`config.mk`:
```
export PLATFORM = sky130hd
export DESIGN_NAME = seven_segment_reader_flat
export DESIGN_NICKNAME = d
export VERILOG_FILES = /design/src/rtl/seven_seg_pkg.sv /design/src/rtl/seven_segment_reader_if.sv /design/src/rtl/seven_segment_decode.sv /design/src/rtl/seven_segment_reader.sv /design/src/flat_wrapper.sv
export SDC_FILE = /design/constraint.sdc
export NUM_CORES = 1
export LEC_CHECK = 0
export CORE_MARGIN = 3
export CORE_UTILIZATION = 31
export CTS_CLUSTER_DIAMETER = 80
export DETAILED_ROUTE_END_ITERATION = 10
export PLACE_DENSITY = 0.49
export SYNTH_ARGS = -nofsm -noshare
export SYNTH_HDL_FRONTEND = slang
export SYNTH_SLANG_ARGS = --single-unit
```
`constraint.sdc`:
```
create_clock -name clk -period 4.2 [get_ports clk]
set_clock_uncertainty 0.15 [all_clocks]
set_input_delay 0.42 -clock clk [delete_from_list [all_inputs] [get_ports clk]]
set_output_delay 0.42 -clock clk [all_outputs]
set_load 0.005 [all_outputs]
```
`src/rtl/seven_seg_pkg.sv`:
```
`default_nettype none
// ============================================================================
// Module   : seven_seg_pkg
// Purpose  : Shared segment patterns, reader FSM encoding and digit helpers.
// Revision : 1.0 - initial release
// ============================================================================
package seven_seg_pkg;

  localparam int DIGITS = 4;

  // Active-low segment patterns, bit6..bit0 = g,f,e,d,c,b,a
  localparam logic [6:0] SEG_0     = 7'b1000000;
  localparam logic [6:0] SEG_1     = 7'b1111001;
  localparam logic [6:0] SEG_2     = 7'b0100100;
  localparam logic [6:0] SEG_3     = 7'b0110000;
  localparam logic [6:0] SEG_4     = 7'b0011001;
  localparam logic [6:0] SEG_5     = 7'b0010010;
  localparam logic [6:0] SEG_6     = 7'b0000010;
  localparam logic [6:0] SEG_7     = 7'b1111000;
  localparam logic [6:0] SEG_8     = 7'b0000000;
  localparam logic [6:0] SEG_9     = 7'b0011000;
  localparam logic [6:0] SEG_9_ALT = 7'b0010000;
  localparam logic [6:0] SEG_A     = 7'b0001000;
  localparam logic [6:0] SEG_B     = 7'b0000011;
  localparam logic [6:0] SEG_C     = 7'b1000110;
  localparam logic [6:0] SEG_D     = 7'b0100001;
  localparam logic [6:0] SEG_E     = 7'b0000110;
  localparam logic [6:0] SEG_F     = 7'b0001110;

  typedef enum logic [1:0] {
    IDLE  = 2'd0,
    TRACK = 2'd1,
    HOLD  = 2'd2
  } state_t;

  function automatic logic is_one_cold(input logic [DIGITS-1:0] an);
    return ($countones(~an) == 1);
  endfunction

  function automatic logic [1:0] cold_index(input logic [DIGITS-1:0] an);
    logic [1:0] idx;
    idx = 2'd0;
    case (an)
      4'b1110: idx = 2'd0;
      4'b1101: idx = 2'd1;
      4'b1011: idx = 2'd2;
      4'b0111: idx = 2'd3;
      default: idx = 2'd0;
    endcase
    return idx;
  endfunction

endpackage
`default_nettype wire

```
`src/rtl/seven_segment_reader_if.sv`:
```
`default_nettype none
// ============================================================================
// Module   : seven_segment_reader_if
// Purpose  : Multiplexed display bus plus the reader's decoded read-back.
// Revision : 1.0 - initial release
// ============================================================================
interface seven_segment_reader_if;
  import seven_seg_pkg::*;

  logic [DIGITS-1:0]   an;
  logic [6:0]          seg;
  logic [4*DIGITS-1:0] digits;
  logic [DIGITS-1:0]   valid;
  logic                frame_done;
  logic [7:0]          err_cnt;

  modport master (
    output an, seg,
    input  digits, valid, frame_done, err_cnt
  );

  modport slave (
    input  an, seg,
    output digits, valid, frame_done, err_cnt
  );

endinterface
`default_nettype wire

```
`src/rtl/seven_segment_decode.sv`:
```
`default_nettype none
// ============================================================================
// Module   : seven_segment_decode
// Purpose  : Combinational active-low segment pattern to hex nibble decoder.
// Revision : 1.0 - initial release
// ============================================================================
module seven_segment_decode
  import seven_seg_pkg::*;
(
  input  logic [6:0] seg,
  output logic       legal,
  output logic [3:0] nibble
);

  always_comb begin
    legal  = 1'b1;
    nibble = 4'h0;
    case (seg)
      SEG_0:            nibble = 4'h0;
      SEG_1:            nibble = 4'h1;
      SEG_2:            nibble = 4'h2;
      SEG_3:            nibble = 4'h3;
      SEG_4:            nibble = 4'h4;
      SEG_5:            nibble = 4'h5;
      SEG_6:            nibble = 4'h6;
      SEG_7:            nibble = 4'h7;
      SEG_8:            nibble = 4'h8;
      SEG_9, SEG_9_ALT: nibble = 4'h9;
      SEG_A:            nibble = 4'hA;
      SEG_B:            nibble = 4'hB;
      SEG_C:            nibble = 4'hC;
      SEG_D:            nibble = 4'hD;
      SEG_E:            nibble = 4'hE;
      SEG_F:            nibble = 4'hF;
      default:          legal  = 1'b0;
    endcase
  end

endmodule
`default_nettype wire

```
`src/rtl/seven_segment_reader.sv`:
```
`default_nettype none
// ============================================================================
// Module   : seven_segment_reader
// Purpose  : Captures stable digits from a multiplexed 7-segment bus.
// Revision : 1.0 - initial release
// ============================================================================
module seven_segment_reader
  import seven_seg_pkg::*;
#(
  parameter int STABLE_CYCLES = 4
) (
  input  logic                   clk,
  input  logic                   rst,
  seven_segment_reader_if.slave  bus
);

  localparam logic [7:0] c_last_cnt = 8'(STABLE_CYCLES - 1);

  logic [DIGITS-1:0]   r_an_q;
  logic [6:0]          r_seg_q;
  logic [DIGITS-1:0]   r_an_p;
  logic [6:0]          r_seg_p;
  state_t              r_state;
  logic [7:0]          r_cnt;
  logic [4*DIGITS-1:0] r_digits;
  logic [DIGITS-1:0]   r_valid;
  logic [DIGITS-1:0]   r_seen;
  logic                r_frame_done;
  logic [7:0]          r_err_cnt;

  logic                w_same;
  logic                w_cold;
  logic [1:0]          w_idx;
  logic [DIGITS-1:0]   w_bit;
  logic [DIGITS-1:0]   w_seen_next;
  logic                w_legal;
  logic [3:0]          w_nibble;

  seven_segment_decode u_decode (
    .seg    (r_seg_q),
    .legal  (w_legal),
    .nibble (w_nibble)
  );

  assign w_same      = ({r_an_q, r_seg_q} == {r_an_p, r_seg_p});
  assign w_cold      = is_one_cold(r_an_q);
  assign w_idx       = cold_index(r_an_q);
  assign w_bit       = 4'b0001 << w_idx;
  assign w_seen_next = r_seen | w_bit;

  always_ff @(posedge clk or posedge rst) begin
    if (rst) begin
      r_an_q       <= 4'hF;
      r_seg_q      <= 7'h7F;
      r_an_p       <= 4'hF;
      r_seg_p      <= 7'h7F;
      r_state      <= IDLE;
      r_cnt        <= 8'd0;
      r_digits     <= '0;
      r_valid      <= '0;
      r_seen       <= '0;
      r_frame_done <= 1'b0;
      r_err_cnt    <= 8'd0;
    end else begin
      r_an_q       <= bus.an;
      r_seg_q      <= bus.seg;
      r_an_p       <= r_an_q;
      r_seg_p      <= r_seg_q;
      r_frame_done <= 1'b0;

      if (!w_cold) begin
        r_state <= IDLE;
        r_cnt   <= 8'd0;
      end else begin
        case (r_state)
          IDLE: begin
            r_state <= TRACK;
            r_cnt   <= 8'd1;
          end
          TRACK: begin
            if (!w_same) begin
              r_cnt <= 8'd1;
            end else if (r_cnt == c_last_cnt) begin
              // Sample count reaches STABLE_CYCLES here: capture this edge.
              r_state <= HOLD;
              r_cnt   <= r_cnt + 8'd1;
              if (w_legal) begin
                r_digits[{w_idx, 2'b00} +: 4] <= w_nibble;
                r_valid[w_idx]                <= 1'b1;
              end else begin
                r_valid[w_idx] <= 1'b0;
                if (r_err_cnt != 8'hFF)
                  r_err_cnt <= r_err_cnt + 8'd1;
              end
              if (w_seen_next == 4'hF) begin
                r_seen       <= '0;
                r_frame_done <= 1'b1;
              end else begin
                r_seen <= w_seen_next;
              end
            end else begin
              r_cnt <= r_cnt + 8'd1;
            end
          end
          HOLD: begin
            if (!w_same) begin
              r_state <= TRACK;
              r_cnt   <= 8'd1;
            end
          end
          default: begin
            r_state <= IDLE;
            r_cnt   <= 8'd0;
          end
        endcase
      end
    end
  end

  assign bus.digits     = r_digits;
  assign bus.valid      = r_valid;
  assign bus.frame_done = r_frame_done;
  assign bus.err_cnt    = r_err_cnt;

endmodule
`default_nettype wire

```
`src/flat_wrapper.sv`:
```
// flat-port wrapper written by rule: the top's interface ports become plain ports
module seven_segment_reader_flat import seven_seg_pkg::*;
#(
  parameter int STABLE_CYCLES = 4
)
  (clk, rst, bus_an, bus_seg, bus_digits, bus_valid, bus_frame_done, bus_err_cnt);
  seven_segment_reader_if bus_i ();
  input  logic clk;
  input  logic rst;
  input wire logic [$bits(bus_i.an)-1:0] bus_an;
  input wire logic [$bits(bus_i.seg)-1:0] bus_seg;
  output wire logic [$bits(bus_i.digits)-1:0] bus_digits;
  output wire logic [$bits(bus_i.valid)-1:0] bus_valid;
  output wire logic [$bits(bus_i.frame_done)-1:0] bus_frame_done;
  output wire logic [$bits(bus_i.err_cnt)-1:0] bus_err_cnt;
  assign bus_i.an = bus_an;
  assign bus_i.seg = bus_seg;
  assign bus_digits = bus_i.digits;
  assign bus_valid = bus_i.valid;
  assign bus_frame_done = bus_i.frame_done;
  assign bus_err_cnt = bus_i.err_cnt;
  seven_segment_reader #(.STABLE_CYCLES(STABLE_CYCLES)) u_core (.clk(clk), .rst(rst), .bus(bus_i));
endmodule
```
==> impl_metrics.toml <==
[outcome]
status = "complete, no violations"

[layout]
multi_input_area_sq_um = 1670
n_antenna_cell = 0
stdcell_count = 513
nets = 400
layout-drive-gt1-share_pct = 15.8
fillers = 1072
area_growth_pct = 20.2
design_area_sq_um = 4180
regArea_sq_um = 1650

[detailed_routing]
wl_mm = 7.15
post_drt_via_cell_ratio = 4.80
dr.pass1.iters = 5
drtIter0Drc = 107
drtAntennaViolNets = 0
remaining_drc_errors = 0
vias = 2461
wl_per_cell_microns = 13.9

[logic_synthesis]
synth_mux_area_share_pct = 2.56
synth_top_family_by_area = "simple AND/OR/NAND/NOR gates"
synth_cell_types = 59
synth-simple-area-share_pct = 21.5
synth_nets = 357
ys_seq_area_share_pct = 47.6
syn_avg_cell_area_sq_um = 10.7
synth_edf_count = 0
synthAdderAreaFrac_pct = 6.70
yosysWarnings = 0
synthArstFlopShare_pct = 100
syn_area_sq_um = 3480
synth_compound_area_share_pct = 10.9
synth_xor_area_share_pct = 6.30
synthCells = 326
synthFlopType = "dfrtp_1"
ys_ff_latch = 65

[job]
maxCapViolations = 0

[clocking]
tritoncts = "yes"
post-cts-setup-buffers = 0
ctsHoldBuffers = 0
postCtsResizedCells = 0
numCtsBuffers = 9
max-clock-path-buffers = 2
cts_root_buffer = "clkbuf_8"
cts_max_level = 3
cts.reportedPaths.clkPinSlew_ns = 0.07
cts_sinks = 65
clkLatencyLatePin_ns = 0.34

[power_and_ir_drop]
peakVddDrop_v = 0.000175
p_seq_share_pct = 51.6
switching_share_pct = 25.1
pwr-share-clk_pct = 40.2
p_int_w = 0.000978
power.density_nw_per_um2 = 313
p_comb_share_pct = 8.2
power.leakage_nw = 1.74
switching_power_w = 0.000328

[timing]
slew_headroom_pct = 37.5
worst_pin_slew_ns = 0.936
drv_slew = 0
setup_ws_ns = 0.488
setup_tns_ns = 0
finalHoldViolations = 0
hold_ws_ns = 0.242
fin_crit_ns = 3.71
finalSetupViolCount = 0
min_period_over_period_pct = 88.4
rsz0062_at_grt = "no"
fmax_mhz = 269

[grt]
antenna_found_initial = 0
gr-total-overflow = 0
grt_pass1_vias = 2454
grt_pass1_wl_mm = 12.3
grt_use_total_pct = 12.2
grt_start_max_net_pins = 47

[worst_setup_path]
cp_max_fo = 14
critPathRequiredTime_ns = 4.23
path_class = "flop to flop"
cp_data_arrival_time_ns = 3.74
startpoint_type = "flop"
cp-end-kind = "flop"

[place]
gp_congestion = 0.747
place_area_sq_um = 3980
dp_hpwl_mm = 5.23
dp.cells = 498
place_ws_ns = 0.436
placement.io_buffers = 41

[die]
start_util_pct = 31.9
core-area_sq_um = 10900
row_count = 38
die-area_sq_um = 12500
fp.dieH_microns = 112
die_w_microns = 112
io_pins = 42

[hold_path]
hold_class = "flop to flop"
[kinds of logic (layout without fill, tap and decap cells)]
kind of cell             count (synthesis)  in the layout
AND/OR/NAND/NOR                        133            133
flip-flops                              65             65
AO/OA/AOI/OAI                           50             50
buffers and inverters                   27             74
XOR/XNOR                                25             25
adder cells (fa/ha/maj)                 18             18
multiplexers                             8              8
[power by group through the flow]
| stage | clock, W | sequential, W | combinational, W |
|---|---|---|---|
| 2_1_floorplan | 0 | 0.000671 | 0.0000903 |
| 3_3_place_gp | 0 | 0.000686 | 0.000108 |
| 3_5_place_dp | 0 | 0.000686 | 0.000110 |
| 4_1_cts | 0.000542 | 0.000675 | 0.000110 |
| 5_1_grt | 0.000573 | 0.000678 | 0.000123 |
| 6_report | 0.000525 | 0.000674 | 0.000108 |
[per-layer routing]
metal | part of all wire, % | global-route usage, % | up-vias
met4 | 1.8 | 4.30 | 0
met5 | 0 | 0 | -
met2 | 46 | 19.0 | 35
met1 | 49 | 16.4 | 1189
li1 | - | - | 1226
met3 | 3.1 | 3.04 | 11
[flip-flops by register name (all words and copies together), names as in the netlist, 2 cells and up, named ones only]
register and cells:
u_core.bus.digits 16, u_core.bus.err_cnt 8, u_core.r_cnt 8, u_core.r_seg_p 7
u_core.r_seg_q 7, u_core.r_an_p 4, u_core.r_an_q 4, u_core.r_seen 4
u_core.r_state 2
[path summary, 6_finish.rpt]
path	from	end	slack, ns	cells past startpoint
min reg2reg	u_core.r_an_q[1]$_DFF_PP1_	u_core.r_an_p[1]$_DFF_PP1_	0.24	0
max reg2reg	u_core.r_an_q[2]$_DFF_PP1_	u_core.bus.digits[13]$_DFFE_PP0P_	0.49	11
max	u_core.r_an_q[2]$_DFF_PP1_	u_core.bus.digits[13]$_DFFE_PP0P_	0.49	11
min in group asynchronous	rst	u_core.r_cnt[2]$_DFFE_PP0P_	0.46	2
min	u_core.r_an_q[1]$_DFF_PP1_	u_core.r_an_p[1]$_DFF_PP1_	0.24	0
max in group asynchronous	rst	u_core.r_seen[1]$_DFFE_PP0P_	2.61	3
[critical path: stages, from the launching register on]
cell and delay (ns):
dfstp_2 0.58, inv_1 0.07, ha_1 0.28, ha_1 0.13, inv_1 0.05, fa_1 0.48, nand3_1 0.23, nor4_1 0.35
and4_1 0.62, o311ai_1 0.37, nand2_1 0.15, o21ai_0 0.10
[synth_stat cells, types with 5 or more instances]
cell,number,area (sq um)
nand2_1,46,173
dfrtp_1,43,1080
dfstp_2,22,578
nor2_1,22,82.6
ha_1,17,213
inv_1,17,63.8
xnor2_1,16,140
o21ai_0,15,75.1
nand4_1,11,68.8
nand3_1,10,50.1
xor2_1,9,78.8
a21oi_1,7,35.0
and3_1,6,37.5
nand2b_1,5,31.3
o21ai_1,5,25.0
[placed cells by master, fill, tap and decap left out, drive strengths merged, types with 3 or more instances in the layout]
cell type      instances
a21oi                  7
or3                    3
dfstp                 22
o21ai                 20
o22ai                  3
nand3                 11
o311ai                 3
inv                   18
mux2                   4
ha                    17
xnor2                 16
nand2                 47
nand4                 11
and3                   8
xor2                   9
clkbuf                12
dfrtp                 43
mux2i                  4
nor2                  22
and4                   4
nor3                   6
a22oi                  3
nand2b                 5
nor4                   3
clkdlybuf4s50         41
[stage by stage]
stage / util (%) / total power (W)
detailed placement: 36.5 / 0.000796
finish: 38.4 / 0.00131
global route: 38.4 / 0.00137
floorplan: - / 0.000762
global placement: 36.5 / 0.000794
CTS: 38.4 / 0.00133
[final cells by class]
type / instances / area share [%]
multi-input combinational: 234 / 39.9
timing repair buffer: 42 / 10.0
inverter: 17 / 1.53
clock inverter: 3 / 0.479
clock buffer: 12 / 4.25
sequential: 65 / 39.6
tap: 140 / 4.19
Power figures use the tool's default switching activity.
